==> config.mk <==
export PLATFORM = sky130hd
export DESIGN_NAME = hash160_digest_tx_flat
export DESIGN_NICKNAME = d
export VERILOG_FILES = /design/src/rtl/hash160_digest_tx_if.sv /design/src/rtl/hash160_digest_tx.sv /design/src/flat_wrapper.sv
export SDC_FILE = /design/constraint.sdc
export NUM_CORES = 1
export LEC_CHECK = 0
export ABC_AREA = 1
export CAP_MARGIN = 20
export CORE_ASPECT_RATIO = 0.75
export CORE_UTILIZATION = 30
export DETAILED_ROUTE_END_ITERATION = 8
export PLACE_DENSITY = 0.64
export SYNTH_ARGS = -nofsm -noshare
export SYNTH_HDL_FRONTEND = slang
export SYNTH_SLANG_ARGS = --single-unit
export TNS_END_PERCENT = 10
==> constraint.sdc <==
create_clock -name clk -period 4.3 [get_ports clk]
set_input_delay 0.645 -clock clk [delete_from_list [all_inputs] [get_ports clk]]
set_output_delay 0.645 -clock clk [all_outputs]
set_load 0.1 [all_outputs]
==> src/rtl/hash160_digest_tx_if.sv <==
// Handshake bundle for the Hash160 digest transmitter. The digest input side and the byte output side share one bundle.
// slave = the transmitter itself; master = whatever drives it (upstream hasher plus downstream sink).
interface hash160_digest_tx_if #(
  parameter int DIGEST_W = 160,
  parameter int BYTE_W   = 8
);
  logic                i_valid;
  logic [DIGEST_W-1:0] i_digest;
  logic                o_ready;
  logic                i_flush;
  logic [BYTE_W-1:0]   o_byte;
  logic                o_valid;
  logic                o_last;
  logic                i_ready;

  modport master (
    output i_valid, i_digest, i_flush, i_ready,
    input  o_ready, o_byte, o_valid, o_last
  );

  modport slave (
    input  i_valid, i_digest, i_flush, i_ready,
    output o_ready, o_byte, o_valid, o_last
  );
endinterface

==> src/rtl/hash160_digest_tx.sv <==
// Serializes one Hash160 digest into a valid/ready byte stream, MSB first, with o_last marking the final beat.
// Optional macro HASH160_TX_HEX_ASCII_EN: send each byte as two lowercase ASCII hex characters (2*NB beats).
module hash160_digest_tx #(
  parameter int DIGEST_W = 160,
  parameter int BYTE_W   = 8
) (
  input  logic                     clk,
  input  logic                     rst_n,
  hash160_digest_tx_if.slave       io_bus
);

  localparam int NB = DIGEST_W / BYTE_W;
`ifdef HASH160_TX_HEX_ASCII_EN
  localparam int NBEATS = 2 * NB;
`else
  localparam int NBEATS = NB;
`endif
  localparam int CNT_W = $clog2(2 * NB);
  localparam logic [CNT_W-1:0] LAST_CNT = CNT_W'(NBEATS - 1);

  typedef enum logic {IDLE, SEND} state_t;

  state_t              r_state;
  logic [DIGEST_W-1:0] r_shift;
  logic [CNT_W-1:0]    r_cnt;
  logic [BYTE_W-1:0]   r_byte;
  logic                r_valid;
  logic                r_last;

  logic [DIGEST_W-1:0] w_next_shift;
  logic [CNT_W-1:0]    w_next_cnt;
  logic [BYTE_W-1:0]   w_next_byte;
  logic [BYTE_W-1:0]   w_load_byte;

`ifdef HASH160_TX_HEX_ASCII_EN
  logic [BYTE_W-1:0]   w_top;

  function automatic logic [7:0] hex_char(input logic [3:0] n);
    return (n < 4'd10) ? (8'h30 + {4'h0, n}) : (8'h57 + {4'h0, n});
  endfunction
`endif

  // NOTE: every always_comb output gets a value on every path, so no latch is inferred.
  always_comb begin
    w_next_cnt = r_cnt + 1'b1;
`ifdef HASH160_TX_HEX_ASCII_EN
    // The shift register moves on only after the low-nibble beat of a byte.
    w_next_shift = r_cnt[0] ? (r_shift << BYTE_W) : r_shift;
    w_top        = w_next_shift[DIGEST_W-1 -: BYTE_W];
    w_next_byte  = hex_char(w_next_cnt[0] ? w_top[3:0] : w_top[7:4]);
    w_load_byte  = hex_char(io_bus.i_digest[DIGEST_W-1 -: 4]);
`else
    w_next_shift = r_shift << BYTE_W;
    w_next_byte  = w_next_shift[DIGEST_W-1 -: BYTE_W];
    w_load_byte  = io_bus.i_digest[DIGEST_W-1 -: BYTE_W];
`endif
  end

  // NOTE: sequential state uses non-blocking assignments only; the shift register is reset like any other flop.
  always_ff @(posedge clk or negedge rst_n) begin
    if (!rst_n) begin
      r_state <= IDLE;
      r_shift <= '0;
      r_cnt   <= '0;
      r_byte  <= '0;
      r_valid <= 1'b0;
      r_last  <= 1'b0;
    end else if (io_bus.i_flush) begin
      // Flush beats any handshake or accept happening at the same edge.
      r_state <= IDLE;
      r_cnt   <= '0;
      r_byte  <= '0;
      r_valid <= 1'b0;
      r_last  <= 1'b0;
    end else begin
      case (r_state)
        IDLE: begin
          if (io_bus.i_valid) begin
            r_state <= SEND;
            r_shift <= io_bus.i_digest;
            r_cnt   <= '0;
            r_byte  <= w_load_byte;
            r_valid <= 1'b1;
            r_last  <= (LAST_CNT == '0);
          end
        end
        SEND: begin
          if (io_bus.i_ready) begin
            if (r_last) begin
              r_state <= IDLE;
              r_cnt   <= '0;
              r_byte  <= '0;
              r_valid <= 1'b0;
              r_last  <= 1'b0;
            end else begin
              r_shift <= w_next_shift;
              r_cnt   <= w_next_cnt;
              r_byte  <= w_next_byte;
              r_last  <= (w_next_cnt == LAST_CNT);
            end
          end
        end
        default: r_state <= IDLE;
      endcase
    end
  end

  assign io_bus.o_ready = (r_state == IDLE);
  assign io_bus.o_byte  = r_byte;
  assign io_bus.o_valid = r_valid;
  assign io_bus.o_last  = r_last;

endmodule

==> src/flat_wrapper.sv <==
// flat-port wrapper written by rule: the top's interface ports become plain ports
module hash160_digest_tx_flat 
#(
  parameter int DIGEST_W = 160,
  parameter int BYTE_W   = 8
)
  (clk, rst_n, io_bus_i_valid, io_bus_i_digest, io_bus_i_flush, io_bus_i_ready, io_bus_o_ready, io_bus_o_byte, io_bus_o_valid, io_bus_o_last);
  hash160_digest_tx_if #(.DIGEST_W(DIGEST_W), .BYTE_W(BYTE_W)) io_bus_i ();
  input  logic clk;
  input  logic rst_n;
  input wire logic [$bits(io_bus_i.i_valid)-1:0] io_bus_i_valid;
  input wire logic [$bits(io_bus_i.i_digest)-1:0] io_bus_i_digest;
  input wire logic [$bits(io_bus_i.i_flush)-1:0] io_bus_i_flush;
  input wire logic [$bits(io_bus_i.i_ready)-1:0] io_bus_i_ready;
  output wire logic [$bits(io_bus_i.o_ready)-1:0] io_bus_o_ready;
  output wire logic [$bits(io_bus_i.o_byte)-1:0] io_bus_o_byte;
  output wire logic [$bits(io_bus_i.o_valid)-1:0] io_bus_o_valid;
  output wire logic [$bits(io_bus_i.o_last)-1:0] io_bus_o_last;
  assign io_bus_i.i_valid = io_bus_i_valid;
  assign io_bus_i.i_digest = io_bus_i_digest;
  assign io_bus_i.i_flush = io_bus_i_flush;
  assign io_bus_i.i_ready = io_bus_i_ready;
  assign io_bus_o_ready = io_bus_i.o_ready;
  assign io_bus_o_byte = io_bus_i.o_byte;
  assign io_bus_o_valid = io_bus_i.o_valid;
  assign io_bus_o_last = io_bus_i.o_last;
  hash160_digest_tx #(.DIGEST_W(DIGEST_W), .BYTE_W(BYTE_W)) u_core (.clk(clk), .rst_n(rst_n), .io_bus(io_bus_i));
endmodule
# Word level (Yosys, flattened, before mapping)

Cells that the tools add are included.
Widths: inputs -> output; s select.

$add $sub $neg: 1
Eq/ne operators: 7
Multiplexer cells: 29
Bitwise logic cells: 2
Reduce and logical (&&, ||, !) cells: 3

Operators by type and width:

| cell                | number |
|---|---|
| $mux 152            | 3 |
| $pmux 152 s2        | 1 |
| $mux 8              | 4 |
| $mux 6              | 4 |
| $pmux 8 s2          | 1 |
| $mux 1              | 12 |
| $pmux 6 s2          | 1 |
| $ne 3x3->1 const B  | 3 |
| $add 6x1->6 const B | 1 |
| $eq 6x5->1 const B  | 1 |
| $ne 2x2->1 const B  | 3 |
| $pmux 1 s2          | 3 |
| $reduce_and 4->1    | 1 |
| $reduce_and 3->1    | 1 |
| $not 1->1           | 2 |
| $reduce_and 2->1    | 1 |

Register bits after elaboration: 169
Bits of input ports: 165
Output and inout bits: 11
Word-level logic and storage cells: 48

# Longest topological paths before layout

Gate-level depths: netlist of run 1.

Word-level depth: 6
Depth in mapped cells: 10
Mapped depth without buffers: 8

# Worst setup path before layout of run 1

Ideal clock, no wire load.

Path kind: reg-to-output
From: register u_core.r_state
To: output port io_bus_o_ready
Data arrival time: 1.331 ns
Data required time: 3.655 ns
Path slack: 2.324 ns
Stages on the path, launching flop included: 5
Buffers on the path: 3
Cell sequence: dfrtp_1 > inv_2 > buf_2 > buf_2 > buf_2

Cells in the longest elaborated chain, start to end: 1

RTL lines:

| element                | RTL line                 | source |
|---|---|---|
| from (decl)            | hash160_digest_tx.sv:23  | `state_t r_state;` |
| from (signal assigned) | hash160_digest_tx.sv:62  | `r_state <= IDLE;` |
| from (signal assigned) | hash160_digest_tx.sv:70  | `r_state <= IDLE;` |
| from (signal assigned) | hash160_digest_tx.sv:79  | `r_state <= SEND;` |
| $not 1->1              | hash160_digest_tx.sv:108 | `assign io_bus.o_ready = (r_state == IDLE);` |
| to (decl)              | flat_wrapper.sv:15       | `output wire logic [$bits(io_bus_i.o_ready)-1:0] io_bus_o_ready;` |

Every way passes these cells.

# Final worst setup path of run 1

From: register u_core.r_state
To: register u_core.r_byte[1], in the netlist u_core.io_bus.o_byte[1]

Cells in the longest elaborated chain, start to end: 3
Elaborated cells on any way between the ends: 6
Classes of those cells: eq/ne (2); mux (2); bitwise (1); reduce/logical (1)

RTL lines:

| element                                           | RTL line                | source |
|---|---|---|
| $not 1->1                                         | hash160_digest_tx.sv:76 | `case (r_state)` |
| $pmux 8 s2 / $ne 3x3->1 (equally long branches)   | -                       |  |
| $mux 8 / $reduce_and 2->1 (equally long branches) | -                       |  |
| to (signal assigned)                              | hash160_digest_tx.sv:82 | `r_byte <= w_load_byte;` |
| to (signal assigned)                              | hash160_digest_tx.sv:98 | `r_byte <= w_next_byte;` |
| to (decl)                                         | hash160_digest_tx.sv:26 | `logic [BYTE_W-1:0] r_byte;` |

Several ways; a longest one is shown, not always the timed one.
A chain may end at the register's enable or synchronous reset.

==> results of run 1 <==
critical path, cell delays in order, from the launching register on:
cell,delay (ps)
sky130_fd_sc_hd__dfrtp_1,830
sky130_fd_sc_hd__inv_8,370
sky130_fd_sc_hd__nand2_1,160
sky130_fd_sc_hd__nand2_2,100
sky130_fd_sc_hd__nor2_1,650
sky130_fd_sc_hd__inv_1,410
sky130_fd_sc_hd__nand2_1,200
sky130_fd_sc_hd__nand2_1,60
final cells by class:
cell class              instances  area, µm²  share of cell area
clock buffers                  20        447              0.0415
clock inverters                12       96.3             0.00896
inverters                     156        593              0.0551
multi-input cells             692       3090               0.287
flip-flops and latches        169       4230               0.393
well taps                     351        439              0.0408
repair buffers                183       1860               0.173
kinds of logic after synthesis:
logic type / after synthesis / share of synthesized area
fa+ha+maj: 2 / 0.00302
compound gates: 307 / 0.190
flops: 169 / 0.510
simple gates: 383 / 0.179
buf+inv: 226 / 0.117
registers in the layout (all words and copies together) (netlist names):
signal                 flops
u_core.r_state             1
u_core.io_bus.o_byte       8
u_core.io_bus.o_last       1
u_core.r_cnt               6
u_core.r_shift           152
u_core.io_bus.o_valid      1
per-stage QoR:
stage / power (mW) / cell area (µm²) / util / cells / hold slack (ps)
after floorplan: 2.60 / 8290 / - / 1087 / 349
after global placement: 2.95 / 10200 / 0.377 / 1551 / 480
after detailed placement: 2.97 / 10200 / 0.377 / 1551 / 464
after CTS: 4.42 / 10800 / 0.397 / 1583 / 277
after global routing: 4.63 / 10800 / 0.397 / 1583 / 278
final: 4.36 / 10800 / 0.397 / 1583 / 248
routing by layer:
metal	part of all wire	wire, µm
met3	0.058	1220
met4	0.011	228
met5	0.00062	13
met1	0.51	10700
met2	0.42	8730
cell usage in the layout (no fill, tap or decap), types with 2 or more instances in the layout:
cell type	synthesis	routed
sky130_fd_sc_hd__nor2_1	15	15
sky130_fd_sc_hd__inv_1	154	154
sky130_fd_sc_hd__buf_4	15	5
sky130_fd_sc_hd__ha_1	2	2
sky130_fd_sc_hd__clkbuf_16	0	17
sky130_fd_sc_hd__nand2_1	343	343
sky130_fd_sc_hd__clkbuf_1	22	2
sky130_fd_sc_hd__buf_12	0	4
sky130_fd_sc_hd__o21ai_1	96	96
sky130_fd_sc_hd__nand3_1	22	22
sky130_fd_sc_hd__a21oi_1	11	11
sky130_fd_sc_hd__clkinv_4	0	4
sky130_fd_sc_hd__o21a_1	9	9
sky130_fd_sc_hd__o21ai_0	187	187
sky130_fd_sc_hd__dfrtp_1	169	169
sky130_fd_sc_hd__clkbuf_8	0	2
sky130_fd_sc_hd__clkdlybuf4s50_1	0	173
sky130_fd_sc_hd__clkinvlp_4	0	7
report_power, final:
part / switching (mW) / leakage, nW / internal [mW] / total (mW)
Combinational: 0.579 / 2.59 / 0.371 / 0.950
Sequential: 0.0981 / 2.10 / 1.89 / 1.99
Clock: 0.664 / 0.241 / 0.758 / 1.42
Yosys cell counts:
master	instances	area (µm²)
sky130_fd_sc_hd__nand2_1	343	1290
sky130_fd_sc_hd__o21ai_0	187	936
sky130_fd_sc_hd__dfrtp_1	169	4230
sky130_fd_sc_hd__inv_1	154	578
sky130_fd_sc_hd__o21ai_1	96	480
sky130_fd_sc_hd__buf_2	29	145
sky130_fd_sc_hd__clkbuf_1	22	82.6
sky130_fd_sc_hd__nand3_1	22	110
sky130_fd_sc_hd__buf_4	15	113
sky130_fd_sc_hd__nor2_1	15	56.3
sky130_fd_sc_hd__a21oi_1	11	55.1
sky130_fd_sc_hd__o21a_1	9	67.6
sky130_fd_sc_hd__buf_6	4	45.0
sky130_fd_sc_hd__ha_1	2	25.0
sky130_fd_sc_hd__inv_2	2	7.51
sky130_fd_sc_hd__a31oi_1	1	6.26
sky130_fd_sc_hd__nand2_2	1	6.26
sky130_fd_sc_hd__nand4_1	1	6.26
sky130_fd_sc_hd__nor2_8	1	20.0
sky130_fd_sc_hd__o21ai_4	1	16.3
sky130_fd_sc_hd__o21bai_1	1	7.51
sky130_fd_sc_hd__o22ai_1	1	6.26
final timing paths:
check / from / end / slack, ps
max: u_core.r_state / u_core.io_bus.o_byte[1] / 1400
min: rst_n / u_core.r_shift[62] / 250
max reg2reg: u_core.r_state / u_core.io_bus.o_byte[1] / 1400
min reg2reg: u_core.io_bus.o_byte[1] / u_core.io_bus.o_byte[1] / 490
max in group asynchronous: rst_n / u_core.r_shift[150] / 3110
min in group clk: u_core.io_bus.o_byte[1] / u_core.io_bus.o_byte[1] / 490
==> impl_metrics.tcl, run 1 <==
set metrics [dict create \
    synth-seq-area-share 0.510 \
    preCtsSetupSlack_ps 1340 \
    areaGrowthSynthToFinish_pct 29.8 \
    fp.dieArea_um2 28300 \
    layout-drive-gt1-share 0.0365 \
    boundaryPins 176 \
    num-fill-cells 2749 \
    globalRouteMet1Util 0.230 \
    skew_ps 11.9 \
    globalRoute.totalOverflow 0 \
    yosys_warnings 0 \
    syn_avg_cell_area_um2 7.62 \
    post_cts.resized_instances 0 \
    finalWorstPathRequiredPeriod_ps 2900 \
    final_max_slew_viol_count 0 \
    worst_max_slew_pin_slew_ps 986 \
    drt_iter0_drc 546 \
    timing.final.setup_violations 0 \
    grtUsageTotal 0.151 \
    cts-hold-fix-buffers 0 \
    count_of_inserted_antenna_diode_cells 0 \
    tritoncts_clock_tree "yes" \
    die_width_um 194 \
    ctsLongestPathBuffers 2 \
    synthesis.area_um2 8290 \
    grt_use_met2 0.208 \
    cts.root.buffer_cell "sky130_fd_sc_hd__clkbuf_16" \
    irDropWorstVdd_uv 266 \
    r2r.worst_path.cells 7 \
    use_met3 0.0357 \
    grt_pass1_wl_um 33900 \
    outcome "complete, no violations" \
    numClockSinks 169 \
    start_util 0.306 \
    coreArea_um2 27100 \
    place_congestion 0.782 \
    timing.fmax_mhz 345 \
    worst-endpoint-arrival_ps 3220 \
    required_ps 4620 \
    drt_wl_total_um 20900 \
    worstSetupStartpointType "flop" \
    rsz0062_at_grt "no" \
    post_cts_setup_driven_buffer_insertion_count 0 \
    synthCells 1087 \
    die-height_um 146 \
    drt-wirelength-per-cell_um 13.2 \
    timing.slew.headroom 0.340 \
    cts_bufs_inserted 17 \
    max-cap-violations 0 \
    synth.lib_cells_used.distinct 22 \
    start_to_end_type_of_the_worst_setup_path "reg -> reg" \
    cts-htree-levels 4 \
    report.final.hold_viol_count 0 \
    power.static_leakage_nw 4.93 \
    synth.ff_latch_count 169 \
    drt-vias-per-instance 4.51 \
    via_count 7145 \
    cts.reportedPaths.clkPinSlew_ps 60 \
    fin_crit_sh 0.674 \
    postSynthNetCount 1254 \
    worst_slack_ps 1400 \
    detail_route.first_pass.iterations 4 \
    pwr_density_cell_nw_per_um2 405 \
    placement.io_buffers 175 \
    std_cell_rows 52 \
    grt_antenna_before_repair 1 \
    final_net_count 1386 \
    grt_pass1_vias 6580 \
    pin_count_of_the_biggest_net_entering_global_routing 116 \
    antenna_left 0 \
    final_total_negative_setup_slack_ps 0 \
    clock_latency_ps 440 \
    worst_path_max_fanout 101 \
    detailedPlacementHpwl_um 14300 \
    critPathCaptureType "flop" \
    drc_errors 0 \
    worst_hold_path_type "in -> async" \
    busiest_layer "met1" \
]
No activity file was read; power rests on OpenSTA's default activity.
==> run 2, diff against run 1 <==
Clock period 4.3 ns to 2.78 ns, I/O delays scaled along.
==> impl_metrics.tcl, run 2 (synthesis gave the netlist of run 1 again) <==
set metrics [dict create \
    detailedPlacementHpwl_um 14700 \
    skew_ps 11.1 \
    timing.fmax_mhz 446 \
    grt_antenna_before_repair 1 \
    worst_max_slew_pin_slew_ps 851 \
    tritoncts_clock_tree "yes" \
    sequential_cell_area_um2 4230 \
    final_net_count 1394 \
    outcome "complete, no violations" \
    place_congestion 0.808 \
    numClockSinks 169 \
    post_cts.resized_instances 0 \
    report.final.hold_viol_count 0 \
    layout-drive-gt1-share 0.0516 \
    start_to_end_type_of_the_worst_setup_path "reg -> reg" \
    cts-hold-fix-buffers 0 \
    final_max_slew_viol_count 0 \
    final_cell_count_no_fill 1591 \
    antenna_left 0 \
    grt_pass1_vias 6844 \
    grtUsageTotal 0.153 \
    timing.final.setup_violations 0 \
    layout.cell_area.non_filler_um2 11000 \
    largest_register_ff_count 152 \
    largest-register "u_core.r_shift" \
    detail_route.first_pass.iterations 5 \
    placement.io_buffers 175 \
    drt_wl_total_um 21000 \
    max-cap-violations 0 \
    clock_latency_ps 410 \
    globalRoute.totalOverflow 0 \
    multi_input_comb_area_um2 3090 \
    pin_count_of_the_biggest_net_entering_global_routing 152 \
    areaGrowthSynthToFinish_pct 32.3 \
    worst_slack_ps 538 \
    boundaryPins 176 \
    drt-vias-per-instance 4.50 \
    cts_bufs_inserted 17 \
    worst-endpoint-arrival_ps 2530 \
    finalWorstPathRequiredPeriod_ps 2240 \
    count_of_inserted_antenna_diode_cells 0 \
    rsz0062_at_grt "no" \
    cts-htree-levels 4 \
    fp.dieArea_um2 28300 \
    dpl_cell_area_um2 10300 \
    layout.cells.most_common_list "sky130_fd_sc_hd__nand2_1 (343), sky130_fd_sc_hd__o21ai_0 (187), sky130_fd_sc_hd__dfrtp_1 (169)" \
    cts.root.buffer_cell "sky130_fd_sc_hd__clkbuf_16" \
    post_cts_setup_driven_buffer_insertion_count 0 \
    die_width_um 194 \
    irDropWorstVdd_uv 388 \
    worst_path_max_fanout 13 \
    worstSetupStartpointType "flop" \
    required_ps 3070 \
    post-place-cells 1559 \
    start_util 0.306 \
    worst_hold_path_type "in -> async" \
    critPathCaptureType "flop" \
    die-height_um 146 \
    preCtsSetupSlack_ps 327 \
    most_common_cell_after_layout_fill_and_taps_aside "sky130_fd_sc_hd__nand2_1" \
    via_count 7157 \
    final_total_negative_setup_slack_ps 0 \
    ctsLongestPathBuffers 2 \
    grt_pass1_wl_um 34900 \
    power.static_leakage_nw 5.08 \
    pwr_density_cell_nw_per_um2 651 \
    drc_errors 0 \
    cts.reportedPaths.clkPinSlew_ps 70 \
    timing.slew.headroom 0.433 \
    num-fill-cells 2734 \
    fin_crit_sh 0.806 \
    drt_iter0_drc 501 \
    std_cell_rows 52 \
    coreArea_um2 27100 \
    drt-wirelength-per-cell_um 13.2 \
]
-- run 2: changes by cell type in the layout (fill, tap and decap cells not counted) --
cell                              previous run  this run
sky130_fd_sc_hd__buf_12                      4        11
sky130_fd_sc_hd__buf_4                       5        16
sky130_fd_sc_hd__bufinv_16                   0         4
sky130_fd_sc_hd__clkbuf_1                    2         1
sky130_fd_sc_hd__clkdlybuf4s50_1           173       163
sky130_fd_sc_hd__clkinv_2                    0         2
sky130_fd_sc_hd__clkinv_4                    4         3
sky130_fd_sc_hd__clkinvlp_4                  7         1
sky130_fd_sc_hd__inv_6                       1         3
-- run 2: final timing paths --
check / start / to / slack [ps] / cells past startpoint
min in group clk: u_core.io_bus.o_byte[7] / u_core.io_bus.o_byte[7] / 510 / 2
min reg2reg: u_core.io_bus.o_byte[7] / u_core.io_bus.o_byte[7] / 510 / 2
max in group asynchronous: rst_n / u_core.r_shift[128] / 2020 / 2
max reg2reg: u_core.r_state / u_core.r_cnt[2] / 540 / 7
max: u_core.r_state / u_core.r_cnt[2] / 540 / 7
min: rst_n / u_core.r_shift[62] / 60 / 1
-- run 2: metrics by stage --
step | hold WS, ps | power, mW | util
finish | 56.4 | 7.14 | 0.405
global route | 120 | 7.56 | 0.405
CTS | 87.7 | 7.23 | 0.405
detailed placement | 474 | 4.63 | 0.382
global placement | 493 | 4.59 | 0.382
floorplan | 121 | 4.03 | -
-- run 2: power breakdown --
part	internal (mW)	total (mW)	switching, mW
clock network	1.54	2.57	1.03
logic	0.594	1.50	0.906
registers	2.92	3.07	0.149
total	5.06	7.14	2.09
-- run 2: final cells by class --
class                   instances  area share
well taps                     351      0.0400
inverters                     156      0.0541
repair buffers                191       0.181
clock inverters                13      0.0173
flip-flops and latches        169       0.386
multi-input cells             692       0.281
clock buffers                  19      0.0404
-- run 2: metal layers --
| layer | up-vias | wire length, µm | global-route usage |
|---|---|---|---|
| li1 | 3683 | - | - |
| met1 | 3271 | 10700 | 0.227 |
| met2 | 190 | 8920 | 0.225 |
| met3 | 11 | 1280 | 0.0375 |
| met4 | 2 | 135 | 0.0306 |
| met5 | - | 13 | 0 |
-- run 2: worst max-delay path, cell delays in order (launching register included) --
cell                      delay [ps]
sky130_fd_sc_hd__dfrtp_1         560
sky130_fd_sc_hd__inv_8            80
sky130_fd_sc_hd__nand2_1          80
sky130_fd_sc_hd__nand2_2          90
sky130_fd_sc_hd__nor2_1          640
sky130_fd_sc_hd__inv_1           420
sky130_fd_sc_hd__nand2_1         150
sky130_fd_sc_hd__o21ai_0          80
==> run 3, diff against run 2 <==
Settings changed: PLACE_DENSITY 0.64 to 0.66.
Clock period 2.78 ns to 2 ns, I/O delays scaled along.
==> impl_metrics.tcl, run 3 (synthesis gave the netlist of run 1 again) <==
set metrics [dict create \
    start_util 0.306 \
    grt_pass1_wl_um 34800 \
    via_count 7231 \
    antenna_left 0 \
    path_delay_family "buffers and inverters" \
    timing.critical_path.cells "inv_8, buf_6, buf_12, buf_12" \
    post_cts_setup_driven_buffer_insertion_count 0 \
    layout-drive-gt1-share 0.0630 \
    cts_bufs_inserted 17 \
    preCtsSetupSlack_ps -260 \
    boundaryPins 176 \
    count_of_buffer_and_inverter_cells_on_the_critical_path 4 \
    cts.reportedPaths.clkPinSlew_ps 70 \
    cts-htree-levels 4 \
    areaGrowthSynthToFinish_pct 33.7 \
    grt_antenna_before_repair 2 \
    timing.final.setup_violations 0 \
    hold_slack_ps 410 \
    timing.fmax_mhz 526 \
    drt_iter0_drc 496 \
    skew_ps 11.5 \
    die_width_um 194 \
    largest_register_ff_count 152 \
    layout.cells.most_common_list "sky130_fd_sc_hd__nand2_1 (343), sky130_fd_sc_hd__o21ai_0 (187), sky130_fd_sc_hd__dfrtp_1 (169)" \
    coreArea_um2 27100 \
    worst_path_largest_cell_delay_ps 470 \
    fin_crit_sh 0.950 \
    largest-register "u_core.r_shift" \
    timing.critical_path.mode_cell "sky130_fd_sc_hd__buf_12" \
    grtUsageTotal 0.154 \
    worst-endpoint-arrival_ps 1600 \
    globalRoute.totalOverflow 0 \
    worst_max_slew_pin_slew_ps 506 \
    fp.dieArea_um2 28300 \
    placement.io_buffers 175 \
    critical_path.slowest_cell "sky130_fd_sc_hd__dfrtp_1" \
    die-height_um 146 \
    worst_hold_path_type "in -> async" \
    max-cap-violations 0 \
    critPathCaptureType "output port" \
    drt_wl_total_um 21300 \
    detail_route.first_pass.iterations 4 \
    rsz0062_at_grt "no" \
    finalWorstPathRequiredPeriod_ps 1900 \
    outcome "complete, no violations" \
    timing.slew.headroom 0.663 \
    worst_slack_ps 100 \
    most_common_cell_after_layout_fill_and_taps_aside "sky130_fd_sc_hd__nand2_1" \
    pin_count_of_the_biggest_net_entering_global_routing 108 \
    drt-wirelength-per-cell_um 13.3 \
    start_to_end_type_of_the_worst_setup_path "reg -> out" \
    grt_pass1_vias 6897 \
    place_congestion 0.818 \
    worst_path_max_fanout 30 \
    post-place-cells 1571 \
    worstSetupStartpointType "flop" \
    pwr_density_cell_nw_per_um2 871 \
    power.static_leakage_nw 5.14 \
    report.final.hold_viol_count 0 \
    detailedPlacementHpwl_um 14900 \
    tritoncts_clock_tree "yes" \
    post-layout-total-power_mw 9.65 \
    clock_latency_ps 430 \
    required_ps 1700 \
    drt-vias-per-instance 4.50 \
    std_cell_rows 52 \
    final_cell_count_no_fill 1606 \
    irDropWorstVdd_uv 561 \
    ctsLongestPathBuffers 2 \
    final_net_count 1408 \
    drc_errors 0 \
    cts.root.buffer_cell "sky130_fd_sc_hd__clkbuf_16" \
    numClockSinks 169 \
    final_max_slew_viol_count 0 \
    finished_core_util 0.409 \
]
run 3: changes by cell type in the layout (fill, tap and decap cells not counted), sizes merged:
cell	before	now
buf	27	39
dlygate4sd3	0	1
bufinv	4	1
bufbuf	0	1
inv	159	162
clkbuf	20	18
diode	0	1
clkinvlp	1	4
clkinv	5	4
run 3: path summary, 6_finish.rpt:
path / from / slack (ps) / cells after the start / endpoint
min in group clk: io_bus_i_digest[0] / 440 / 3 / u_core.r_shift[0]
max in group asynchronous: rst_n / 970 / 3 / u_core.r_shift[109]
max: u_core.r_state / 100 / 4 / io_bus_o_ready
min reg2reg: u_core.io_bus.o_byte[2] / 510 / 2 / u_core.io_bus.o_byte[2]
max reg2reg: u_core.r_state / 230 / 7 / u_core.r_cnt[2]
min: rst_n / 410 / 2 / u_core.r_shift[65]
run 3: power breakdown:
group | switching, mW | internal (mW)
Combinational | 1.27 | 0.867
Clock | 1.50 | 1.74
Sequential | 0.209 | 4.06
Total | 2.98 | 6.67
run 3: layout make-up:
cell class | instances | area (µm²)
multi-input combinational | 692 | 3090
sequential | 169 | 4230
tap | 351 | 439
antenna | 1 | 2.50
inverter | 156 | 593
clock inverter | 15 | 140
timing repair buffer | 205 | 2160
fill | 2770 | 16000
clock buffer | 17 | 425
run 3: timing repair:
action	in CTS	in global routing
hold buffers	1	0
resized for setup	1	1
endpoints found under the hold margin	51	0
gates cloned	1	0
setup endpoints to repair	3	1
run 3: routing by layer:
layer  track usage  share of wire  vias up
met1         0.226           0.52     3326
met4        0.0452          0.013        2
met2         0.224           0.42      158
li1              -              -     3722
met5             0        0.00061        -
met3        0.0375          0.047       23
run 3: stage by stage:
stage	cell area [µm²]	TNS (ps)
2_1_floorplan	8290	0
3_3_place_gp	10500	-1570
3_5_place_dp	10500	-2590
4_1_cts	11100	0
5_1_grt	11100	0
6_report	11100	0
